==> src/rtl/imm_pkg.sv <==
// Shared encodings for the decode-stage immediate generator: format tags,
// RISC-V major opcodes and the decoded-entry record held in the pipeline.
package imm_pkg;

  typedef enum logic [2:0] {
    FMT_R = 3'd0,
    FMT_I = 3'd1,
    FMT_S = 3'd2,
    FMT_B = 3'd3,
    FMT_U = 3'd4,
    FMT_J = 3'd5,
    FMT_Z = 3'd6
  } fmt_t;

  localparam logic [6:0] OPC_LOAD    = 7'b0000011;
  localparam logic [6:0] OPC_OPIMM   = 7'b0010011;
  localparam logic [6:0] OPC_JALR    = 7'b1100111;
  localparam logic [6:0] OPC_FENCE   = 7'b0001111;
  localparam logic [6:0] OPC_SYSTEM  = 7'b1110011;
  localparam logic [6:0] OPC_STORE   = 7'b0100011;
  localparam logic [6:0] OPC_BRANCH  = 7'b1100011;
  localparam logic [6:0] OPC_LUI     = 7'b0110111;
  localparam logic [6:0] OPC_AUIPC   = 7'b0010111;
  localparam logic [6:0] OPC_JAL     = 7'b1101111;
  localparam logic [6:0] OPC_OP      = 7'b0110011;
  localparam logic [6:0] OPC_OPIMM32 = 7'b0011011;
  localparam logic [6:0] OPC_OP32    = 7'b0111011;

  // imm is the 32-bit form; every format's value is already sign-correct at
  // bit 31, so widening to XLEN only needs to replicate imm[31].
  typedef struct packed {
    logic [31:0] instr;
    logic [31:0] imm;
    fmt_t        fmt;
    logic        illegal;
  } entry_t;

endpackage

==> src/rtl/imm_decode.sv <==
// Combinational immediate decoder. XLEN/RV64_OPS decide whether the RV64
// word-sized opcodes are legal; the immediate is produced in 32-bit form.
module imm_decode
  import imm_pkg::*;
#(
  parameter int XLEN     = 32,
  parameter bit RV64_OPS = 1'b1
) (
  input  logic [31:0] instr,
  output entry_t      dec
);

  localparam bit W64_OK = (XLEN == 64) && RV64_OPS;

  logic [6:0]  opcode;
  logic        sgn;
  logic [31:0] imm_i;

  assign opcode = instr[6:0];
  assign sgn    = instr[31];
  assign imm_i  = {{20{sgn}}, instr[31:20]};

  always_comb begin
    dec.instr   = instr;
    dec.imm     = '0;
    dec.fmt     = FMT_R;
    dec.illegal = 1'b0;
    if (instr[1:0] != 2'b11) begin
      dec.illegal = 1'b1;
    end else begin
      case (opcode)
        OPC_LOAD, OPC_OPIMM, OPC_JALR, OPC_FENCE: begin
          dec.fmt = FMT_I;
          dec.imm = imm_i;
        end
        OPC_SYSTEM: begin
          // funct3[2] selects the CSR immediate forms (zimm in the rs1 field)
          if (instr[14]) begin
            dec.fmt = FMT_Z;
            dec.imm = {27'd0, instr[19:15]};
          end else begin
            dec.fmt = FMT_I;
            dec.imm = imm_i;
          end
        end
        OPC_OPIMM32: begin
          if (W64_OK) begin
            dec.fmt = FMT_I;
            dec.imm = imm_i;
          end else begin
            dec.illegal = 1'b1;
          end
        end
        OPC_STORE: begin
          dec.fmt = FMT_S;
          dec.imm = {{20{sgn}}, instr[31:25], instr[11:7]};
        end
        OPC_BRANCH: begin
          dec.fmt = FMT_B;
          dec.imm = {{19{sgn}}, sgn, instr[7], instr[30:25], instr[11:8], 1'b0};
        end
        OPC_LUI, OPC_AUIPC: begin
          dec.fmt = FMT_U;
          dec.imm = {instr[31:12], 12'h000};
        end
        OPC_JAL: begin
          dec.fmt = FMT_J;
          dec.imm = {{11{sgn}}, sgn, instr[19:12], instr[20], instr[30:21], 1'b0};
        end
        OPC_OP: dec.fmt = FMT_R;
        OPC_OP32: dec.illegal = !W64_OK;
        default: dec.illegal = 1'b1;
      endcase
    end
  end

endmodule

==> src/rtl/imm_gen_stage.sv <==
// Registered immediate generator with valid/ready flow control: one output
// register plus one skid entry, synchronous flush and reset.
module imm_gen_stage
  import imm_pkg::*;
#(
  parameter int XLEN     = 32,
  parameter bit RV64_OPS = 1'b1
) (
  input  logic            clk,
  input  logic            rst_n,
  input  logic            flush,
  input  logic            in_valid,
  output logic            in_ready,
  input  logic [31:0]     in_instr,
  output logic            out_valid,
  input  logic            out_ready,
  output logic [31:0]     out_instr,
  output logic [XLEN-1:0] out_imm,
  output logic [2:0]      out_fmt,
  output logic            out_illegal
);

  if (XLEN != 32 && XLEN != 64) begin : g_bad_xlen
    $error("imm_gen_stage: XLEN must be 32 or 64");
  end

  entry_t dec;
  entry_t out_q;
  entry_t skid_q;
  logic   skid_valid;

  imm_decode #(
    .XLEN     (XLEN),
    .RV64_OPS (RV64_OPS)
  ) u_decode (
    .instr (in_instr),
    .dec   (dec)
  );

  assign in_ready = !skid_valid;

  always_ff @(posedge clk) begin
    if (!rst_n) begin
      out_valid  <= 1'b0;
      skid_valid <= 1'b0;
      out_q      <= '0;
      skid_q     <= '0;
    end else if (flush) begin
      out_valid  <= 1'b0;
      skid_valid <= 1'b0;
    end else if (!out_valid || out_ready) begin
      // Output register is free this cycle; the skid entry is older than
      // anything on the input, so it always refills first.
      if (skid_valid) begin
        out_q      <= skid_q;
        out_valid  <= 1'b1;
        skid_valid <= 1'b0;
      end else begin
        out_valid <= in_valid;
        if (in_valid) out_q <= dec;
      end
    end else if (in_valid && !skid_valid) begin
      skid_q     <= dec;
      skid_valid <= 1'b1;
    end
  end

  assign out_instr   = out_q.instr;
  assign out_fmt     = out_q.fmt;
  assign out_illegal = out_q.illegal;

  if (XLEN == 64) begin : g_ext64
    assign out_imm = {{32{out_q.imm[31]}}, out_q.imm};
  end else begin : g_ext32
    assign out_imm = out_q.imm;
  end

endmodule
==> config.mk <==
export PLATFORM = sky130hd
export DESIGN_NAME = imm_gen_stage
export DESIGN_NICKNAME = d
export VERILOG_FILES = /design/src/rtl/imm_pkg.sv /design/src/rtl/imm_decode.sv /design/src/rtl/imm_gen_stage.sv
export SDC_FILE = /design/constraint.sdc
export NUM_CORES = 1
export LEC_CHECK = 0
export BUFFER_PORTS_ARGS = -buffer_cell sky130_fd_sc_hd__buf_4
export CAP_MARGIN = 20
export CORE_UTILIZATION = 35
export CTS_CLUSTER_SIZE = 12
export DETAILED_ROUTE_END_ITERATION = 12
export PLACE_DENSITY = 0.52
export REMOVE_ABC_BUFFERS = 1
export SLEW_MARGIN = 40
export SYNTH_ARGS = -nofsm -noshare
export SYNTH_HDL_FRONTEND = slang
export SYNTH_HIERARCHICAL = 1
export SYNTH_SLANG_ARGS = --single-unit
==> constraint.sdc <==
create_clock -name clk -period 3.4 [get_ports clk]
set_clock_uncertainty 0.2 [all_clocks]
set_input_delay 1.02 -clock clk [delete_from_list [all_inputs] [get_ports clk]]
set_output_delay 1.02 -clock clk [all_outputs]
set_load 0.02 [all_outputs]
# ---- Yosys cells after proc, flatten, opt, wreduce, memory -nomap -nowiden
# Index checks and enable logic that the tools add are counted.
dict set report op_classes {
  eq_ne 12
  muxes 9
  n_bitwise 3
  n_reduce_logical 12
}
# operator count
set ops {}
lappend ops {{one-hot mux 32 bit (6 select lines)} 1}
lappend ops {{two-way mux 68 bit} 2}
lappend ops {{two-way mux 35 bit} 2}
lappend ops {{equality test 7 bit (second input constant)} 4}
lappend ops {{equality test 7 x 6 -> 1 bit (second input constant)} 3}
lappend ops {{one-hot mux 3 bit (6 select lines)} 1}
lappend ops {{equality test 7 x 5 -> 1 bit (second input constant)} 2}
lappend ops {{OR reduction 11 bit} 1}
lappend ops {{equality test 7 x 2 -> 1 bit (second input constant)} 1}
lappend ops {{equality test 7 x 4 -> 1 bit (second input constant)} 1}
lappend ops {{AND reduction 3 bit} 2}
lappend ops {{OR reduction 2 bit} 2}
lappend ops {{OR reduction 4 bit} 1}
lappend ops {{two-way mux 1 bit} 3}
lappend ops {{NOT 1 bit} 3}
lappend ops {{OR reduction 3 bit} 1}
lappend ops {{zero test 1 bit} 2}
lappend ops {{inequality test 2 bit (second input constant)} 1}
lappend ops {{nonzero test 2 bit} 1}
lappend ops {{logical AND 1 bit} 1}
lappend ops {{logical OR 1 bit} 1}
dict set report word_totals {
  reg_bits 138
  output_inout_bits 70
  wordCells 46
}

# ---- Longest topological paths before layout
dict set report logic_depth {
  ltp_word 6
  ltp_mapped 10
}

# ---- Modules after synthesis
# The synthesis kept the hierarchy.
# mod n_inst cells_per_inst area_each_um2
set modules_own_cells {}
lappend modules_own_cells {imm_gen_stage 1 618 6032.0}
lappend modules_own_cells {imm_decode 1 129 895.9}

# ---- Worst setup path before layout
# Ideal clock, no wire load.
dict set report synth_path {
  kind {input -> register}
  from {in in_instr[2]}
  to {reg out_q, in the netlist out_imm[27]}
  setup_ps 116
  arrival_time_ps 2532
  path_slack_ps 552
  cell_stages 10
  cell_sequence {buf_4 and4bb_4 and2_1 buf_4 nor4_4 buf_6 o21ai_1 mux2i_1 nand3_1 o211a_1}
}
# element line_no
set synth_lines {}
lappend synth_lines {{start: declaration} imm_gen_stage.sv:14} ;# input logic [31:0] in_instr,
lappend synth_lines {{end signal: assignment} imm_gen_stage.sv:55} ;# out_q <= skid_q;
lappend synth_lines {{end: declaration} imm_gen_stage.sv:28} ;# entry_t out_q;

==> impl_metrics.py <==
metrics = {
    "cells_and_area": {
        "diodes_inserted": 0,
        "post-route-cell-area_mm2": 0.00821,
        "synthToLayoutAreaGrowth_pct": 18.5,
        "finish.net_count": 818,
        "fraction_of_final_layout_cells_sized_beyond_drive_strength_1_pct": 20.4,
    },
    "pwr": {
        "totalPowerFinal_uw": 4050,
        "leakage_uw": 0.00370,
        "p_switching_uw": 988,
        "ir_drop_v": 0.000336,
        "power-per-cell-area_mw_per_mm2": 494,
        "p_clk_share_pct": 46.6,
        "combPwrFrac_pct": 11.2,
        "power_switching_share_pct": 24.4,
        "seqPwrFrac_pct": 42.2,
        "intPower_uw": 3070,
    },
    "sta": {
        "final-setup-viol-count": 0,
        "worstMarginPinSlew_ns": 0.741,
        "setup_repair_after_global_routing_missed_its_margin": "no",
        "fmax_mhz": 379,
        "slew_viol_final": 0,
        "final_hold_viol_count": 0,
        "timing.final.crit_share_pct": 77.5,
        "timing.setup.tns_ns": 0,
        "finalWorstPathRequiredPeriod_ns": 2.64,
        "maxSlewHeadroom_pct": 50.6,
        "timing.final.ws_setup_ns": 0.764,
    },
    "die": {
        "initial_core_util_pct": 35.6,
        "die_height_um": 143,
        "dieWidth_um": 143,
        "core_area_mm2": 0.0195,
        "die-area_mm2": 0.0204,
        "io_pins": 107,
        "rows": 51,
    },
    "detailed_routing": {
        "first_iter_violations": 202,
        "detail_route.vias_per_cell": 5.27,
        "drc": 0,
        "top_signal_layer_used": "met4",
        "dr_wl_met2_um": 8030,
        "detail-route-antenna-nets": 0,
        "drt-wirelength-per-cell_um": 16.6,
        "met1_length_um": 8370,
        "routed-wl-met3_um": 886,
        "drt-total-wl_um": 17600,
        "via_count": 5578,
        "firstDrtPassIters": 5,
    },
    "placement": {
        "dpl-instance-area_mm2": 0.00760,
        "pre_cts_slack_ns": 0.324,
        "detailedPlacementHpwl_um": 10900,
        "place.gp.congestion": 0.747,
        "portBuffers": 106,
    },
    "synthesis": {
        "ys_seq_area_share_pct": 39.9,
        "synth_area_leaders": "sky130_fd_sc_hd__dfxtp_1 (40%), sky130_fd_sc_hd__mux2i_1 (20%), sky130_fd_sc_hd__o211a_1 (9.8%)",
        "synth_enable_flop_cells": 0,
        "syn-cell-area_mm2": 0.00693,
        "syn_inst": 747,
        "netlist_top_cells_count": "sky130_fd_sc_hd__nand2_1 (149), sky130_fd_sc_hd__dfxtp_1 (138), sky130_fd_sc_hd__mux2i_1 (136), sky130_fd_sc_hd__nand3_1 (71), sky130_fd_sc_hd__o211a_1 (68)",
        "synthDominantCellAreaShare_pct": 39.9,
        "post-synth-top-count-cell": "sky130_fd_sc_hd__nand2_1",
        "synth_area_per_cell_um2": 9.27,
        "synth_async_sr_flop_share_pct": 0,
        "ys.flop_type": "sky130_fd_sc_hd__dfxtp_1",
        "synth_seq_cells": 138,
        "synth_top_cell_by_area": "sky130_fd_sc_hd__dfxtp_1",
        "yosys.cell_types.count": 46,
        "yosys_warnings": 6,
    },
    "worst_setup_path": {
        "cp-endpoint": "out_imm[16]",
        "r2r_slack_ns": 1.03,
        "worstPathMaxFanout": 10,
        "rr_startpoint": "skid_valid",
        "worstSetupEndpointType": "flip-flop",
        "startpoint": "in_instr[2]",
        "setup.worst_path.start_class": "input pin",
        "path_class": "in2reg",
        "critical_path_required_ns": 3.57,
        "timing.reg2reg.worst_path_depth": 4,
        "arrival_ns": 2.80,
        "rr_endpoint": "out_imm[31]",
    },
    "clock_network": {
        "cts.clk_slew.worst_paths_ns": 0.06,
        "post_cts.resized_instances": 0,
        "clock_sinks": 138,
        "cts_root_buffer": "sky130_fd_sc_hd__clkbuf_16",
        "clk-insertion-delay-late_ns": 0.42,
        "cts_buffer_depth": 2,
        "cts_hold_repair.buffers": 0,
        "post_cts.repair.setup_buffers": 0,
        "tritoncts": "built",
        "cts_bufs_inserted": 17,
        "ctsHtreeMaxLevel": 4,
    },
    "run_status": {
        "status": "finished clean",
    },
    "grt": {
        "global_route_wire_length_before_repair_um": 28600,
        "grt_pass1_vias": 5580,
        "grt_antenna_before_repair": 0,
        "grtUsageTotal_pct": 18.1,
        "grt_overflow_total": 0,
        "grt_max_degree": 77,
    },
    "flow_run": {
        "drv_cap": 0,
    },
    "hold_path": {
        "min_delay_src": "skid_q[1]",
        "hp-class": "reg2reg",
    },
}
## critical path, cell delays in order
cell and delay [ns]:
sky130_fd_sc_hd__buf_4 0.15, sky130_fd_sc_hd__and4bb_4 0.36, sky130_fd_sc_hd__and2_1 0.36, sky130_fd_sc_hd__o31a_1 0.42, sky130_fd_sc_hd__a21o_1 0.14, sky130_fd_sc_hd__mux2i_1 0.07
sky130_fd_sc_hd__nand3_1 0.11, sky130_fd_sc_hd__o211a_1 0.16
## power by group through the flow
stage	clock network, uW	logic, uW	registers [uW]
after floorplan	0	164	1800
after global placement	0	448	1740
after detailed placement	0	457	1750
after CTS	1930	457	1710
after global routing	2020	490	1720
final	1890	453	1710
## cells in the final DEF (no fill, tap or decap), types with 6 or more instances in the layout
cell,count
sky130_fd_sc_hd__nand2_1,149
sky130_fd_sc_hd__dfxtp_1,137
sky130_fd_sc_hd__mux2i_1,136
sky130_fd_sc_hd__buf_4,112
sky130_fd_sc_hd__nand3_1,71
sky130_fd_sc_hd__o211a_1,68
sky130_fd_sc_hd__clkbuf_16,18
sky130_fd_sc_hd__a21o_1,12
sky130_fd_sc_hd__nor2b_1,8
sky130_fd_sc_hd__o21ai_1,8
sky130_fd_sc_hd__nor2_1,6
## per-layer routing
metal	vias to the layer above	global-route usage (%)
met5	-	0
met4	0	7.92
met3	17	4.02
met2	128	29.6
met1	2773	22.9
li1	2660	-
## worst min-delay path by stage
| stage | slack (ns) | to | cells past startpoint |
|---|---|---|---|
| global route | 0.27 | skid_q[45] | 2 |
| detailed placement | 0.25 | skid_q[56] | 2 |
| floorplan | 0.23 | skid_q[0] | 2 |
| global placement | 0.24 | skid_q[61] | 2 |
| finish | 0.26 | skid_q[1] | 2 |
| CTS | 0.26 | skid_q[4] | 2 |
## cell type report
cell class	count	area [um2]
multi-input combinational	503	3560
fill	1922	11300
inverter	3	11.3
clock inverter	6	82.6
sequential	138	2770
timing repair buffer	118	943
clock buffer	26	520
tap	265	332
## sequential cells by signal (all words and copies together), names as in the netlist
name / cells
out_illegal: 1
skid_q: 68
out_imm: 32
skid_valid: 1
out_valid: 1
out_fmt: 3
out_instr: 32
## through the flow
step           hold WS, ns  utilization, %  instances
4_1_cts              0.259            42.2       1059
3_3_place_gp         0.241            39.1       1027
5_1_grt              0.272            42.2       1059
2_1_floorplan        0.234               -        644
6_report             0.255            42.2       1059
3_5_place_dp         0.247            39.1       1027
## cells by family after synthesis
logic type	count (synthesis)	share of synthesized area, %
simple gates	257	17.0
flops	138	39.9
compound gates	109	14.2
xor+xnor	1	0.126
buf+inv	106	9.10
mux	136	19.6
(Power assumes the default switching activity.)
